File: src/rtl/key_pkg.sv
// Shared definitions for the push-button debouncer.
// Latency: n/a (types and constants only).
// Backpressure: n/a.
//
// Contents: per-channel FSM state encoding and default timing constants
// for a 50 MHz core clock (20 ms debounce, 1 s long-press).
package key_pkg;

    typedef enum logic [1:0] {
        ST_IDLE         = 2'd0,
        ST_PRESS_WAIT   = 2'd1,
        ST_PRESSED      = 2'd2,
        ST_RELEASE_WAIT = 2'd3
    } key_state_t;

    localparam int KEY_DEBOUNCE_CYCLES = 1000000;
    localparam int KEY_LONG_CYCLES     = 50000000;

endpackage

File: src/rtl/key_debounce_ch.sv
// One-key debouncer: 2-flop synchronizer, 4-state FSM, shared counter, pulse flops.
// Latency: press/release reported DEBOUNCE_CYCLES+3 edges after a stable level change.
// Backpressure: none; pulses are fire-and-forget single-cycle strobes.
//
// Ports:
//   clk         rising-edge clock
//   rst         synchronous active-high reset
//   key_n       raw asynchronous button, 0 = pressed
//   key_level   debounced level, 1 = pressed (registered)
//   key_press   one-cycle pulse on debounced press
//   key_release one-cycle pulse on debounced release
//   key_long    one-cycle pulse once per press after LONG_CYCLES held
module key_debounce_ch
    import key_pkg::*;
#(
    parameter int DEBOUNCE_CYCLES = KEY_DEBOUNCE_CYCLES,
    parameter int LONG_CYCLES     = KEY_LONG_CYCLES
) (
    input  logic clk,
    input  logic rst,
    input  logic key_n,
    output logic key_level,
    output logic key_press,
    output logic key_release,
    output logic key_long
);

    // LONG_CYCLES-1 always fits in $clog2(LONG_CYCLES) bits, and the
    // counter saturates there, so it can never wrap.
    localparam int CNT_W = $clog2(LONG_CYCLES);
    localparam logic [CNT_W-1:0] DB_LAST   = CNT_W'(DEBOUNCE_CYCLES - 1);
    localparam logic [CNT_W-1:0] LONG_LAST = CNT_W'(LONG_CYCLES - 1);

    logic             r_sync1;
    logic             r_sync2;
    key_state_t       r_state;
    logic [CNT_W-1:0] r_cnt;
    logic             r_long_done;
    logic             r_level;
    logic             r_press;
    logic             r_release;
    logic             r_long;
    logic             w_pressed;

    assign w_pressed = ~r_sync2;

    always_ff @(posedge clk) begin
        if (rst) begin
            // Synchronizer parks at "released" so a key held through reset
            // is seen as a fresh falling edge afterwards.
            r_sync1     <= 1'b1;
            r_sync2     <= 1'b1;
            r_state     <= ST_IDLE;
            r_cnt       <= '0;
            r_long_done <= 1'b0;
            r_level     <= 1'b0;
            r_press     <= 1'b0;
            r_release   <= 1'b0;
            r_long      <= 1'b0;
        end else begin
            r_sync1   <= key_n;
            r_sync2   <= r_sync1;
            r_press   <= 1'b0;
            r_release <= 1'b0;
            r_long    <= 1'b0;

            case (r_state)
                ST_IDLE: begin
                    if (w_pressed) begin
                        r_state <= ST_PRESS_WAIT;
                        r_cnt   <= '0;
                    end
                end

                ST_PRESS_WAIT: begin
                    if (!w_pressed) begin
                        // Bounce rejected silently.
                        r_state     <= ST_IDLE;
                        r_cnt       <= '0;
                        r_long_done <= 1'b0;
                    end else if (r_cnt == DB_LAST) begin
                        r_state <= ST_PRESSED;
                        r_cnt   <= '0;
                        r_press <= 1'b1;
                        r_level <= 1'b1;
                    end else begin
                        r_cnt <= r_cnt + 1'b1;
                    end
                end

                ST_PRESSED: begin
                    if (!w_pressed) begin
                        r_state <= ST_RELEASE_WAIT;
                        r_cnt   <= '0;
                    end else if (r_cnt == LONG_LAST) begin
                        // Counter holds at its ceiling; long_done keeps
                        // the strobe to a single pulse per press.
                        if (!r_long_done) begin
                            r_long      <= 1'b1;
                            r_long_done <= 1'b1;
                        end
                    end else begin
                        r_cnt <= r_cnt + 1'b1;
                    end
                end

                ST_RELEASE_WAIT: begin
                    if (w_pressed) begin
                        // Release glitch: back to held, long timer restarts
                        // but an already-fired long press is not re-armed.
                        r_state <= ST_PRESSED;
                        r_cnt   <= '0;
                    end else if (r_cnt == DB_LAST) begin
                        r_state     <= ST_IDLE;
                        r_cnt       <= '0;
                        r_long_done <= 1'b0;
                        r_release   <= 1'b1;
                        r_level     <= 1'b0;
                    end else begin
                        r_cnt <= r_cnt + 1'b1;
                    end
                end

                default: begin
                    r_state <= ST_IDLE;
                    r_cnt   <= '0;
                end
            endcase
        end
    end

    assign key_level   = r_level;
    assign key_press   = r_press;
    assign key_release = r_release;
    assign key_long    = r_long;

endmodule

File: src/rtl/key_debounce.sv
// N_KEYS independent push-button debouncers with press/release/long-press strobes.
// Latency: DEBOUNCE_CYCLES+3 edges from stable level change to pulse/level update.
// Backpressure: none; all strobes are registered single-cycle enables in the clk domain.
//
// Ports:
//   clk               rising-edge clock
//   rst               synchronous active-high reset
//   key_n[N_KEYS]     raw asynchronous buttons, 0 = pressed
//   key_level[N_KEYS] debounced level, 1 = pressed
//   key_press[N_KEYS] one-cycle press strobe per key
//   key_release[N_KEYS] one-cycle release strobe per key
//   key_long[N_KEYS]  one-cycle long-press strobe per key
module key_debounce
    import key_pkg::*;
#(
    parameter int N_KEYS          = 4,
    parameter int DEBOUNCE_CYCLES = KEY_DEBOUNCE_CYCLES,
    parameter int LONG_CYCLES     = KEY_LONG_CYCLES
) (
    input  logic              clk,
    input  logic              rst,
    input  logic [N_KEYS-1:0] key_n,
    output logic [N_KEYS-1:0] key_level,
    output logic [N_KEYS-1:0] key_press,
    output logic [N_KEYS-1:0] key_release,
    output logic [N_KEYS-1:0] key_long
);

    if (DEBOUNCE_CYCLES < 2) begin : g_bad_debounce
        $error("key_debounce: DEBOUNCE_CYCLES must be at least 2");
    end
    if (LONG_CYCLES <= DEBOUNCE_CYCLES) begin : g_bad_long
        $error("key_debounce: LONG_CYCLES must exceed DEBOUNCE_CYCLES");
    end

    for (genvar g = 0; g < N_KEYS; g++) begin : g_ch
        key_debounce_ch #(
            .DEBOUNCE_CYCLES (DEBOUNCE_CYCLES),
            .LONG_CYCLES     (LONG_CYCLES)
        ) u_ch (
            .clk         (clk),
            .rst         (rst),
            .key_n       (key_n[g]),
            .key_level   (key_level[g]),
            .key_press   (key_press[g]),
            .key_release (key_release[g]),
            .key_long    (key_long[g])
        );
    end

endmodule

File: config.mk
export PLATFORM = sky130hd
export DESIGN_NAME = key_debounce
export DESIGN_NICKNAME = d
export VERILOG_FILES = /design/src/rtl/key_pkg.sv /design/src/rtl/key_debounce_ch.sv /design/src/rtl/key_debounce.sv
export SDC_FILE = /design/constraint.sdc
export NUM_CORES = 1
export LEC_CHECK = 0
export ABC_AREA = 1
export CAP_MARGIN = 20
export CELL_PAD_IN_SITES_DETAIL_PLACEMENT = 1
export CELL_PAD_IN_SITES_GLOBAL_PLACEMENT = 2
export CORE_MARGIN = 3
export CORE_UTILIZATION = 35
export DETAILED_ROUTE_END_ITERATION = 6
export GPL_ROUTABILITY_DRIVEN = 0
export GPL_TIMING_DRIVEN = 0
export PLACE_DENSITY_LB_ADDON = 0.1
export REMOVE_ABC_BUFFERS = 1
export SYNTH_ARGS = -nofsm -noshare
export SYNTH_HDL_FRONTEND = slang
export SYNTH_HIERARCHICAL = 1
export SYNTH_SLANG_ARGS = --single-unit
File: constraint.sdc
create_clock -name clk -period 2.15 [get_ports clk]
set_clock_uncertainty 0.05 [all_clocks]
set_input_delay 0.3225 -clock clk [delete_from_list [all_inputs] [get_ports clk]]
set_output_delay 0.3225 -clock clk [all_outputs]
set_load 0.05 [all_outputs]
# == Yosys cells after proc, flatten, opt, wreduce, memory -nomap -nowiden ==
# Index checks and enable logic that the tools add are counted.
# op_classes
addsub,4
multipliers,0
div,0
n_lt_le_gt_ge,0
n_eq_ne,68
shift,0
muxes,100
bitwise_logic,20
reduce_logical,40
# op_table
op,count
two-way mux 26 bit,24
one-hot mux 26 bit (4 select lines),4
"adder 26 x 1 -> 26 bit, second input constant",4
"equality test 26 x 20 -> 1 bit, second input constant",4
"equality test 26 bit, second input constant",4
two-way mux 2 bit,24
"inequality test 2 x 1 -> 1 bit, second input constant",24
two-way mux 1 bit,36
one-hot mux 2 bit (4 select lines),4
"inequality test 2 bit, second input constant",12
AND reduction 6 bit,4
OR reduction 3 bit,8
inverter 1 bit,20
AND reduction 5 bit,4
"equality test 2 bit, second input constant",8
AND reduction 4 bit,4
OR reduction 4 bit,4
"inequality test 3 x 1 -> 1 bit, second input constant",4
"inequality test 3 x 2 -> 1 bit, second input constant",4
"inequality test 3 bit, second input constant",4
one-hot mux 1 bit (3 select lines),4
nonzero test 3 bit,4
"equality test 2 x 1 -> 1 bit, second input constant",4
zero test 2 bit,4
3 further kinds,12
# word_totals
regBits,140
latch_bits,0
mem_bits_rw,0
mem_bits_ro,0
input_bits,6
out_inout_bits,16
elab_cells,268
n_memories,0

# == Depth between registers and ports, before layout ==
# logic_depth
ltp_word,4
depth_mapped,13
ltp_nobuf,12

# == Modules after synthesis ==
# Netlist, hierarchy kept.
# modules_own_cells
mod,n_inst,cells_each,area_each_um2,seq_area_each_um2
key_debounce_ch (g_ch[0].u_ch ...),3,317,2123.3,700.7
key_debounce_ch (g_ch[3].u_ch),1,321,2035.7,700.7

# == Least setup slack after synthesis ==
# OpenSTA, ideal clock, no wires.
# synth_timing
path_type,register to register
startpoint,reg g_ch[3].u_ch.r_cnt[0]
endpoint,reg g_ch[3].u_ch.r_cnt[16]
setup_time_ps,117
arrival_time_ps,1542
t_required_ps,1983
setup_slack_ps,441
path_stages_with_launch,13
n_path_buf,2
synth_period_minus_slack_ps,1709
cell_sequence,dfxtp_1 -> ha_1 -> nand2_2 -> nor2_2 -> nand2_2 -> nor2_4 -> nand3_2 -> nand2_4 -> buf_6 -> buf_12 -> o21ai_0 -> inv_1 -> a21oi_2
# synth_via
elab_chain_cells,4
word_cells_on_any_way,11
cone_classes,1 x add/sub; 3 x eq/ne; 6 x mux; 1 x reduce/logical
# synth_rtl
item,line_no,source
"start, declared",key_debounce_ch.sv:37,logic [CNT_W-1:0] r_cnt;
"start signal, assigned",key_debounce_ch.sv:87,r_cnt <= r_cnt + 1'b1;
"start signal, assigned",key_debounce_ch.sv:103,r_cnt <= r_cnt + 1'b1;
"start signal, assigned",key_debounce_ch.sv:120,r_cnt <= r_cnt + 1'b1;
adder 26 x 1 -> 26 bit or equality test 26 x 20 -> 1 bit (tied branches),--,
"two-way mux 26 bit, on equally long branches","key_debounce_ch.sv:81, key_debounce_ch.sv:113, key_debounce_ch.sv:95",
"two-way mux 26 bit, on equally long branches","key_debounce_ch.sv:108, key_debounce_ch.sv:92, key_debounce_ch.sv:76",
one-hot mux 26 bit (4 select lines),key_debounce_ch.sv:67,case (r_state)
# Several ways; a longest one is shown, not always the timed one. The select of a mux whose other input is x is not followed.
# A chain may end at the register's enable or synchronous reset.

# == Worst setup path after layout ==
# layout_timing
startpoint,reg g_ch[1].u_ch.r_sync2
endpoint,reg g_ch[1].u_ch.r_cnt[0]
# layout_via
elab_chain_cells,2
word_cells_on_any_way,7
cone_classes,2 x eq/ne; 4 x mux; 1 x reduce/logical
# layout_rtl
item,line_no,source
"start, declared",key_debounce_ch.sv:35,logic r_sync2;
"start signal, assigned",key_debounce_ch.sv:62,r_sync2 <= r_sync1;
two-way mux 26 bit (tied with other cells),key_debounce_ch.sv:108,if (w_pressed) begin
one-hot mux 26 bit (4 select lines) or AND reduction 2 bit (tied branches),--,
"end signal, assigned",key_debounce_ch.sv:87,
"end signal, assigned",key_debounce_ch.sv:103,
"end signal, assigned",key_debounce_ch.sv:120,
"end, declared",key_debounce_ch.sv:37,
# Several ways; a longest one is shown, not always the timed one.

==> impl_results.md <==
* TritonRoute pass-1 iters at 5
* Mean Syn Cell Area at 6.61 um2
* Worst slew margin at between 40% and 50%
* Setup repair after global routing missed its margin: false
* Largest family of logic cells by synthesized area: simple AND/OR/NAND/NOR gates
* Tot Pwr at between 6 and 7 mW
* Hold Path Class: flip-flop to flip-flop
* Top sig layer: met4
* Synth Area in XOR/XNOR at under 10%
* Highest clock rate at 499 MHz
* Largest area contributor in the synthesized netlist: dfxtp_1
* Share of cells above drive strength 1 at 14.6%
* Post-synth top area share at about 33%
* Outcome: finished, final reports clean
* Post-synth top flop: dfxtp_1
* Synth Area in Compound Gates at 8.93%
* Hold Slack at 0.357 ns
* CP Class: flip-flop to flip-flop
* Vias in the first global route at about 8000
* Worst path required time at 2.45 ns
* Final period util at 93.3%
* Clk buf depth at 2
* H-tree levels at 4
* Pin count of the biggest net entering global routing at 39
* Vias per cell at roughly 5
* CP arrival at 2.30 ns
* Slowest-stage cell, CP: dfxtp_1
* CP max stage delay at 0.51 ns
* Syn Inst Count at 1272
* Antenna violations before repair at 0
* Core ar. at approximately 0.024 mm2
* GRT overflow at 0
* CP endpoint kind: flip-flop
* Seq cells post-synth at 140
* Slew Limit Fails at 0
* TritonCTS Buffers at 17
* Post-synth EDFFs at 0
* Yosys warns at 6
* Clock tree sinks at 140
* Die width at 161 um
* DRC at 0
* WL met2 at roughly 12000 um
* Mux contribution to synthesized area at 0%
* Final ANT Viol Nets at 0
* WL/cell at 15.1 um
* CTS tree: built
* Wire length on met1 at 12200 um
* Root buffer cell: clkbuf_16
* Post-synth top cells: nand2_1, inv_1, nor2_1
* Total track usage at 19.4%
* Register area share after synthesis at 33.3%
* Max FO, Critical Path at 15
* Fin util at 41.3%
* First-pass GRT wire length at 41400 um
* Die ar. at 0.0259 mm2
* Place WS at -0.132 ns
* Setup TNS at 0 ns
* Slew @ Worst Pin at between 0.8 and 0.9 ns
* Clock-pin slew on the worst setup and hold paths at ~0.060 ns
* Final worst slack at around 0.14 ns
* Row Count at 56
* VDD IR-drop max at 0.467 mV
* Dpl hpwl at 18100 um
* LEAKAGE at 3.63 nW
* Wire length after detailed routing at 24900 um
* Synth-to-Final Area Change at 15.6%
* Metal3 WL at 388 um
* Post-Synth Adder-Cell Area at less than 1%
* Fin. Hold Viols at 0
* I/O Buffers at 21
* Starting Density at 35.7%
* Final setup fails at 0
* Top cells by area, synth: dfxtp_1, nand2_1, inv_1
* Min Clock Period, post-route at 2.01 ns
* Antenna diode count at 0
* Die Ht at 161 um
* Simple-Gate Fraction of Synth Area at about 45%
* Mapped Area at 0.00841 mm2
* Most numerous cell in the Yosys netlist: nand2_1
* Max_cap viols at 0
* Distinct cells, synth at 41
* Nets at 1331
* P per Cell Area at 678 mW/mm2
* Initial DRC Count at about 290
* IO Pins at 22
* CP Launch Type: flip-flop
* Async set-reset flop share out of synthesis at 0%
* Crit path cell chain: inv_2 -> nand2_1 -> nor2_1 -> nand2_1 -> nor2_2 -> nand3_4 -> nand2_8 -> buf_4 -> buf_4 -> or2_2 -> a21oi_1
* Worst-Skew Late Latency at approximately 0.42 ns
* Routed via count at 8104
## through the flow
stage | cells | cell area (um2)
after detailed placement | 1596 | 8830
after global routing | 1651 | 9720
after global placement | 1596 | 8830
after CTS | 1626 | 9410
final | 1651 | 9720
after floorplan | 1256 | 8220
## flip-flops by register name (all words and copies together) (netlist names), named ones only
register,flops
g_ch.u_ch/r_sync1,4
g_ch.u_ch/r_state,4
g_ch.u_ch/r_sync2,4
g_ch.u_ch/key_level,4
g_ch.u_ch/r_cnt,104
g_ch.u_ch/key_release,4
g_ch.u_ch/key_press,4
g_ch.u_ch/r_long_done,4
g_ch.u_ch/key_long,4
## layout make-up
| cell class | count | area, um2 |
|---|---|---|
| clock buffers | 23 | 488 |
| repair buffers | 45 | 398 |
| clock inverters | 7 | 88.8 |
| inverters | 193 | 742 |
| well taps | 319 | 399 |
| multi-input cells | 924 | 4800 |
| fillers | 3104 | 13800 |
| flip-flops and latches | 140 | 2810 |
## timing repair
item | CTS | global route
hold endpoints to repair | 0 | 0
setup endpoints to repair | 3 | 46
gates cloned | 0 | 1
pin swaps | 0 | 6
hold buffers | 0 | 0
buffers inserted | 0 | 24
resized for setup | 1 | 22
## cell families (layout without fill, tap and decap cells)
logic type | after synthesis | after routing
compound gates | 128 | 128
xor+xnor | 13 | 13
fa+ha+maj | 4 | 4
buf+inv | 209 | 268
flops | 140 | 140
simple gates | 778 | 779
## where the power goes
| part | internal (mW) | switching, mW | total, mW |
|---|---|---|---|
| clock | 1.81 | 1.17 | 2.99 |
| sequential | 2.63 | 0.0525 | 2.69 |
| combinational | 0.302 | 0.616 | 0.918 |
## final timing paths
check / startpoint / end / slack (ns) / cells after the start
setup reg to reg: g_ch[1].u_ch/r_sync2 / g_ch[1].u_ch/r_cnt[0] / 0.14 / 11
hold / removal: g_ch[3].u_ch/r_sync1 / g_ch[3].u_ch/r_sync2 / 0.36 / 1
setup / recovery: g_ch[1].u_ch/r_sync2 / g_ch[1].u_ch/r_cnt[0] / 0.14 / 11
hold reg to reg: g_ch[3].u_ch/r_sync1 / g_ch[3].u_ch/r_sync2 / 0.36 / 1
## routing by layer
layer	vias to the layer above	GRT usage, %
li1	4188	-
met1	3845	25.9
met2	54	33.4
met3	17	2.46
met4	0	5.04
met5	-	0
## cell usage in the layout, fill, tap and decap left out, types with 9 or more instances in the layout
cell type	netlist	routed
nand2_4	8	9
nand2_2	28	26
nand4_1	54	54
clkbuf_16	0	17
inv_1	181	181
or2_2	12	12
dfxtp_1	140	137
o21ai_0	36	36
a21oi_1	61	61
nor2_4	13	14
nor2_1	156	153
nor2_2	18	20
nor3_1	43	42
buf_4	1	23
clkdlybuf4s50_1	0	20
nand2_1	320	318
nand3_1	94	92
xor2_1	10	10
## worst max-delay path: cells and delay by family, from the launching register on
family	cells	cell delay [ns]
buffers and inverters	3	0.48
DFF	1	0.51
AOI/OAI and AO/OA	1	0.12
and+or+nand+nor	7	0.77
(Power assumes the default switching activity.)
